`config.mk`:
```
export PLATFORM = sky130hd
export DESIGN_NAME = mac_result_reader
export DESIGN_NICKNAME = d
export VERILOG_FILES = /design/src/rtl/mac_pkg.sv /design/src/rtl/mac_bit_counter.sv /design/src/rtl/mac_result_reader.sv
export SDC_FILE = /design/constraint.sdc
export NUM_CORES = 1
export LEC_CHECK = 0
export CAP_MARGIN = 10
export CORE_ASPECT_RATIO = 0.7
export CORE_MARGIN = 3
export CORE_UTILIZATION = 40
export DETAILED_ROUTE_END_ITERATION = 10
export PLACE_DENSITY = 0.66
export SLEW_MARGIN = 20
export SYNTH_ARGS = -nofsm -noshare
export SYNTH_HDL_FRONTEND = slang
export SYNTH_SLANG_ARGS = --single-unit
```
`constraint.sdc`:
```
create_clock -name CLK -period 1.6 [get_ports CLK]
set_clock_uncertainty 0.1 [all_clocks]
set_input_delay 0.24 -clock CLK [delete_from_list [all_inputs] [get_ports CLK]]
set_output_delay 0.24 -clock CLK [all_outputs]
set_load 0.005 [all_outputs]
```
`src/rtl/mac_pkg.sv`:
```
// mac_pkg: shared constants and state encoding for the MAC result readout path.
package mac_pkg;
  localparam int DEFAULT_WIDTH = 16;
  typedef enum logic [1:0] {
    IDLE  = 2'b00,
    SHIFT = 2'b01,
    FIN   = 2'b10
  } state_t;
endpackage

```
`src/rtl/mac_bit_counter.sv`:
```
// mac_bit_counter: loadable down-counter tracking the bits left to send; zero flags the last bit.
module mac_bit_counter #(
  parameter int CW = 4
) (
  input  logic          CLK,
  input  logic          R_N,
  input  logic          load,
  input  logic [CW-1:0] load_val,
  input  logic          dec,
  output logic          zero
);
  logic [CW-1:0] cnt;
  always_ff @(posedge CLK or negedge R_N)
    if (!R_N) cnt <= '0;
    else if (load) cnt <= load_val;
    else if (dec) cnt <= cnt - 1'b1;
  assign zero = cnt == '0;
endmodule

```
`src/rtl/mac_result_reader.sv`:
```
// mac_result_reader: captures an accumulator word on START and streams it MSB first
// over a valid/ready serial link, holding the accumulator bank while the readout runs.
module mac_result_reader
  import mac_pkg::*;
#(
  parameter int WIDTH = DEFAULT_WIDTH
) (
  input  logic             CLK,
  input  logic             R_N,
  input  logic             START,
  input  logic [WIDTH-1:0] DATA_IN,
  input  logic             SOUT_READY,
  output logic             SOUT,
  output logic             SOUT_VALID,
  output logic             REG_HOLD,
  output logic             BUSY,
  output logic             DONE
);
  localparam int CW = $clog2(WIDTH);
  localparam logic [CW-1:0] LAST = CW'(WIDTH - 1);
  state_t state, state_nx;
  logic [WIDTH-1:0] shreg;
  logic cnt_zero, load, step;
  assign load = state == IDLE && START;
  assign step = state == SHIFT && SOUT_READY && !cnt_zero;
  mac_bit_counter #(.CW(CW)) u_cnt (
    .CLK     (CLK),
    .R_N     (R_N),
    .load    (load),
    .load_val(LAST),
    .dec     (step),
    .zero    (cnt_zero)
  );
  always_ff @(posedge CLK or negedge R_N)
    if (!R_N) state <= IDLE;
    else state <= state_nx;
  // FIN and the unused encoding both fall back to IDLE
  always_comb
    state_nx = state == IDLE  ? (START ? SHIFT : IDLE) :
               state == SHIFT ? ((SOUT_READY && cnt_zero) ? FIN : SHIFT) : IDLE;
  always_ff @(posedge CLK or negedge R_N)
    if (!R_N) shreg <= '0;
    else if (load) shreg <= DATA_IN;
    else if (step) shreg <= {shreg[WIDTH-2:0], 1'b0};
  always_comb begin
    SOUT       = state == SHIFT && shreg[WIDTH-1];
    SOUT_VALID = state == SHIFT;
    REG_HOLD   = state == SHIFT;
    BUSY       = state == SHIFT || state == FIN;
    DONE       = state == FIN;
  end
endmodule

```
==> flow_metrics.py <==
metrics = {
    "outcome": {
        "status": "complete, but fails checks",
        "failed_checks": "negative setup slack",
    },
    "power": {
        "pwr-share-clk": 0.172,
        "switching_share": 0.367,
        "p_seq_frac": 0.334,
        "comb_power_share": 0.493,
        "power.total_w": 0.00301,
        "worst_ir_drop_vdd_mv": 1.03,
        "total_leakage_power_nw": 0.735,
        "powerDensity_nw_per_um2": 1600,
        "internal-power_w": 0.00191,
        "p_sw_w": 0.00111,
    },
    "grt": {
        "grt_pass1_wl_microns": 5590,
        "track_usage": 0.199,
        "antenna_found_initial": 0,
        "grt_max_degree": 23,
        "grt_pass1_vias": 1162,
        "grt_overflow": 0,
    },
    "cts": {
        "cts_max_level": 1,
        "cts_num_sinks": 22,
        "clkTransAtPathRegs_ns": 0.08,
        "cts_buffers": 3,
        "clock_latency_ns": 0.27,
        "cts_tree": "yes",
        "root_buffer": "clkbuf_8",
        "clock_path_buffers": 2,
        "postCtsHoldBufs": 0,
    },
    "route": {
        "routed_wirelength_microns": 3760,
        "drc": 0,
        "first_pass_iters": 4,
        "first_iter_violations": 106,
        "vias": 1189,
        "via_per_inst": 5.86,
        "wl_per_cell_microns": 18.5,
        "detail-route-antenna-nets": 0,
    },
    "setup_path": {
        "critical_path_buf_inv_count": 2,
        "cp-start-kind": "flop",
        "crit_family": "simple AND/OR/NAND/NOR gates",
        "crit_type": "flop to flop",
        "crit_arrival_ns": 1.79,
        "cp.required_ns": 1.65,
        "end_kind": "flop",
        "slowest_stage": "dfrtp_1",
        "cp_slowest_stage_delay_ns": 0.43,
        "crit_chain": "inv_2 > ha_4 > nor3b_2 > buf_4 > nor4_1 > or3b_1",
        "cp_max_fo": 3,
    },
    "floorplan": {
        "fp-row-count": 15,
        "pin_count": 25,
        "core_area_sq_um": 2610,
        "initial_core_util": 0.443,
        "die_x_microns": 70.2,
        "die_h_microns": 51.0,
        "die-area_sq_um": 3580,
    },
    "synth": {
        "syn_area_sq_um": 1150,
        "syn_inst": 128,
        "syn_nets": 153,
        "avgSynthCellArea_sq_um": 9.02,
        "synth_cell_types": 23,
        "ys_seq_area_frac": 0.477,
        "yosys_warnings": 0,
        "yosys_register_bits": 22,
    },
    "place": {
        "hpwl_microns": 2010,
        "gp_congestion": 0.771,
        "dp_slack_ns": -0.0823,
        "io_buffers": 24,
        "dp_cells": 191,
    },
    "timing": {
        "setup_slack_ns": -0.146,
        "rsz0062_at_grt": "true",
        "max_freq_mhz": 573,
        "maxSlewViolCount": 0,
        "fin_crit_ns": 1.75,
        "worst_pin_slew_ns": 0.380,
        "hold_viol": 0,
        "setup_viol": 22,
        "slew_headroom": 0.746,
        "finalCritPeriodShare": 1.09,
    },
    "worst_hold_path": {
        "hp-class": "input pin to asynchronous set/reset pin",
    },
    "finish": {
        "layout-drive-gt1-share": 0.343,
        "post-route-util": 0.723,
        "syn_to_final_growth_pct": 63.3,
        "nFillCells": 171,
        "nets": 195,
        "fin_cells": 203,
        "diodes": 0,
    },
    "job": {
        "maxCapViolCount": 0,
    },
}
## layout make-up
cell class,instances,area (sq um),area share
clock inverters,1,30.0,0.0159
flip-flops and latches,22,551,0.292
well taps,34,42.5,0.0226
inverters,5,21.3,0.0113
clock buffers,3,41.3,0.0219
repair buffers,49,474,0.251
multi-input cells,89,726,0.385
## worst reg2reg max path, stage by stage (launching register included)
cell	delay, ns
dfrtp_1	0.43
inv_2	0.10
ha_4	0.13
nor3b_2	0.29
buf_4	0.18
nor4_1	0.04
or3b_1	0.36
## sequential cells by signal (all words and copies together) (netlist names)
name / count
shreg: 16
state: 2
u_cnt.cnt: 4
## power by group through the flow
stage / combinational (W) / clock (W) / sequential (W)
after floorplan: 0.000617 / 0 / 0.000902
after global placement: 0.000980 / 0 / 0.000930
after detailed placement: 0.00102 / 0 / 0.000937
after CTS: 0.00118 / 0.000522 / 0.000944
after global routing: 0.00163 / 0.000552 / 0.00103
final: 0.00149 / 0.000519 / 0.00101
## routing by layer
metal	wire, microns	GRT usage	vias up
met4	139	0.0860	0
met3	180	0.0550	15
met1	1610	0.256	596
met5	0	0	-
li1	-	-	543
met2	1830	0.314	35
## metrics by stage
step,hold WS [ns],cell area (sq um),TNS (ns)
detailed placement,0.433,1500,-0.733
global placement,0.425,1500,-0.0446
CTS,0.227,1730,-0.0474
finish,0.214,1890,-1.54
global route,0.237,1890,-2.92
floorplan,-0.156,1150,0
## synth_stat cells, drive strengths merged
| master | number | area (sq um) |
|---|---|---|
| clkbuf | 4 | 15.0 |
| nor2 | 15 | 56.3 |
| nor3b | 2 | 15.0 |
| nand3 | 2 | 10.0 |
| and2 | 3 | 18.8 |
| or3 | 1 | 6.26 |
| buf | 8 | 58.8 |
| a31oi | 15 | 93.8 |
| inv | 5 | 18.8 |
| nor4 | 1 | 6.26 |
| nand2 | 4 | 15.0 |
| a21oi | 15 | 75.1 |
| a31o | 1 | 8.76 |
| o311ai | 1 | 8.76 |
| dfrtp | 22 | 551 |
| ha | 5 | 62.6 |
| a41oi | 1 | 8.76 |
| o21ai | 20 | 100 |
| a311oi | 1 | 8.76 |
| or3b | 2 | 17.5 |
## kinds of logic (layout without fill, tap and decap cells)
group                    after synthesis  count (layout)  share of synthesized area
AND/OR/NAND/NOR                       30              30                      0.126
flip-flops                            22              22                      0.477
adder cells (fa/ha/maj)                5               5                     0.0542
buffers and inverters                 17              58                     0.0802
AO/OA/AOI/OAI                         54              54                      0.263
## path summary, 6_finish.rpt
kind	from	to	slack (ns)	cells after the start
max	u_cnt.cnt[1]	u_cnt.cnt[3]	-0.15	6
min	R_N	u_cnt.cnt[3]	0.21	2
max reg2reg	u_cnt.cnt[1]	u_cnt.cnt[3]	-0.15	6
min reg2reg	shreg[11]	shreg[11]	0.46	2
max in group asynchronous	R_N	state[0]	0.96	2
min in group CLK	DATA_IN[12]	shreg[12]	0.45	3
## repair_timing
action | in CTS | in global routing
setup endpoints to repair | 23 | 27
gates cloned | 1 | 0
resized for setup | 35 | 32
pin swaps | 10 | 1
setup buffers | 8 | 0
## cell usage in the layout (no fill, tap or decap), types with 2 or more instances in the layout
master | netlist | final
a21oi_1 | 15 | 13
inv_1 | 5 | 2
a21oi_2 | 0 | 2
clkdlybuf4s15_1 | 0 | 3
nand2_1 | 4 | 2
buf_4 | 1 | 14
a31oi_4 | 0 | 8
ha_4 | 0 | 4
nor2_1 | 15 | 14
inv_2 | 0 | 2
dfrtp_1 | 22 | 22
nor3b_2 | 0 | 2
o21ai_1 | 0 | 3
o21ai_0 | 20 | 17
and2_4 | 0 | 2
clkbuf_8 | 0 | 3
clkdlybuf4s50_1 | 0 | 19
nand3_1 | 2 | 2
a31oi_1 | 15 | 7
buf_6 | 1 | 11
No activity file was read; power rests on OpenSTA's default activity.
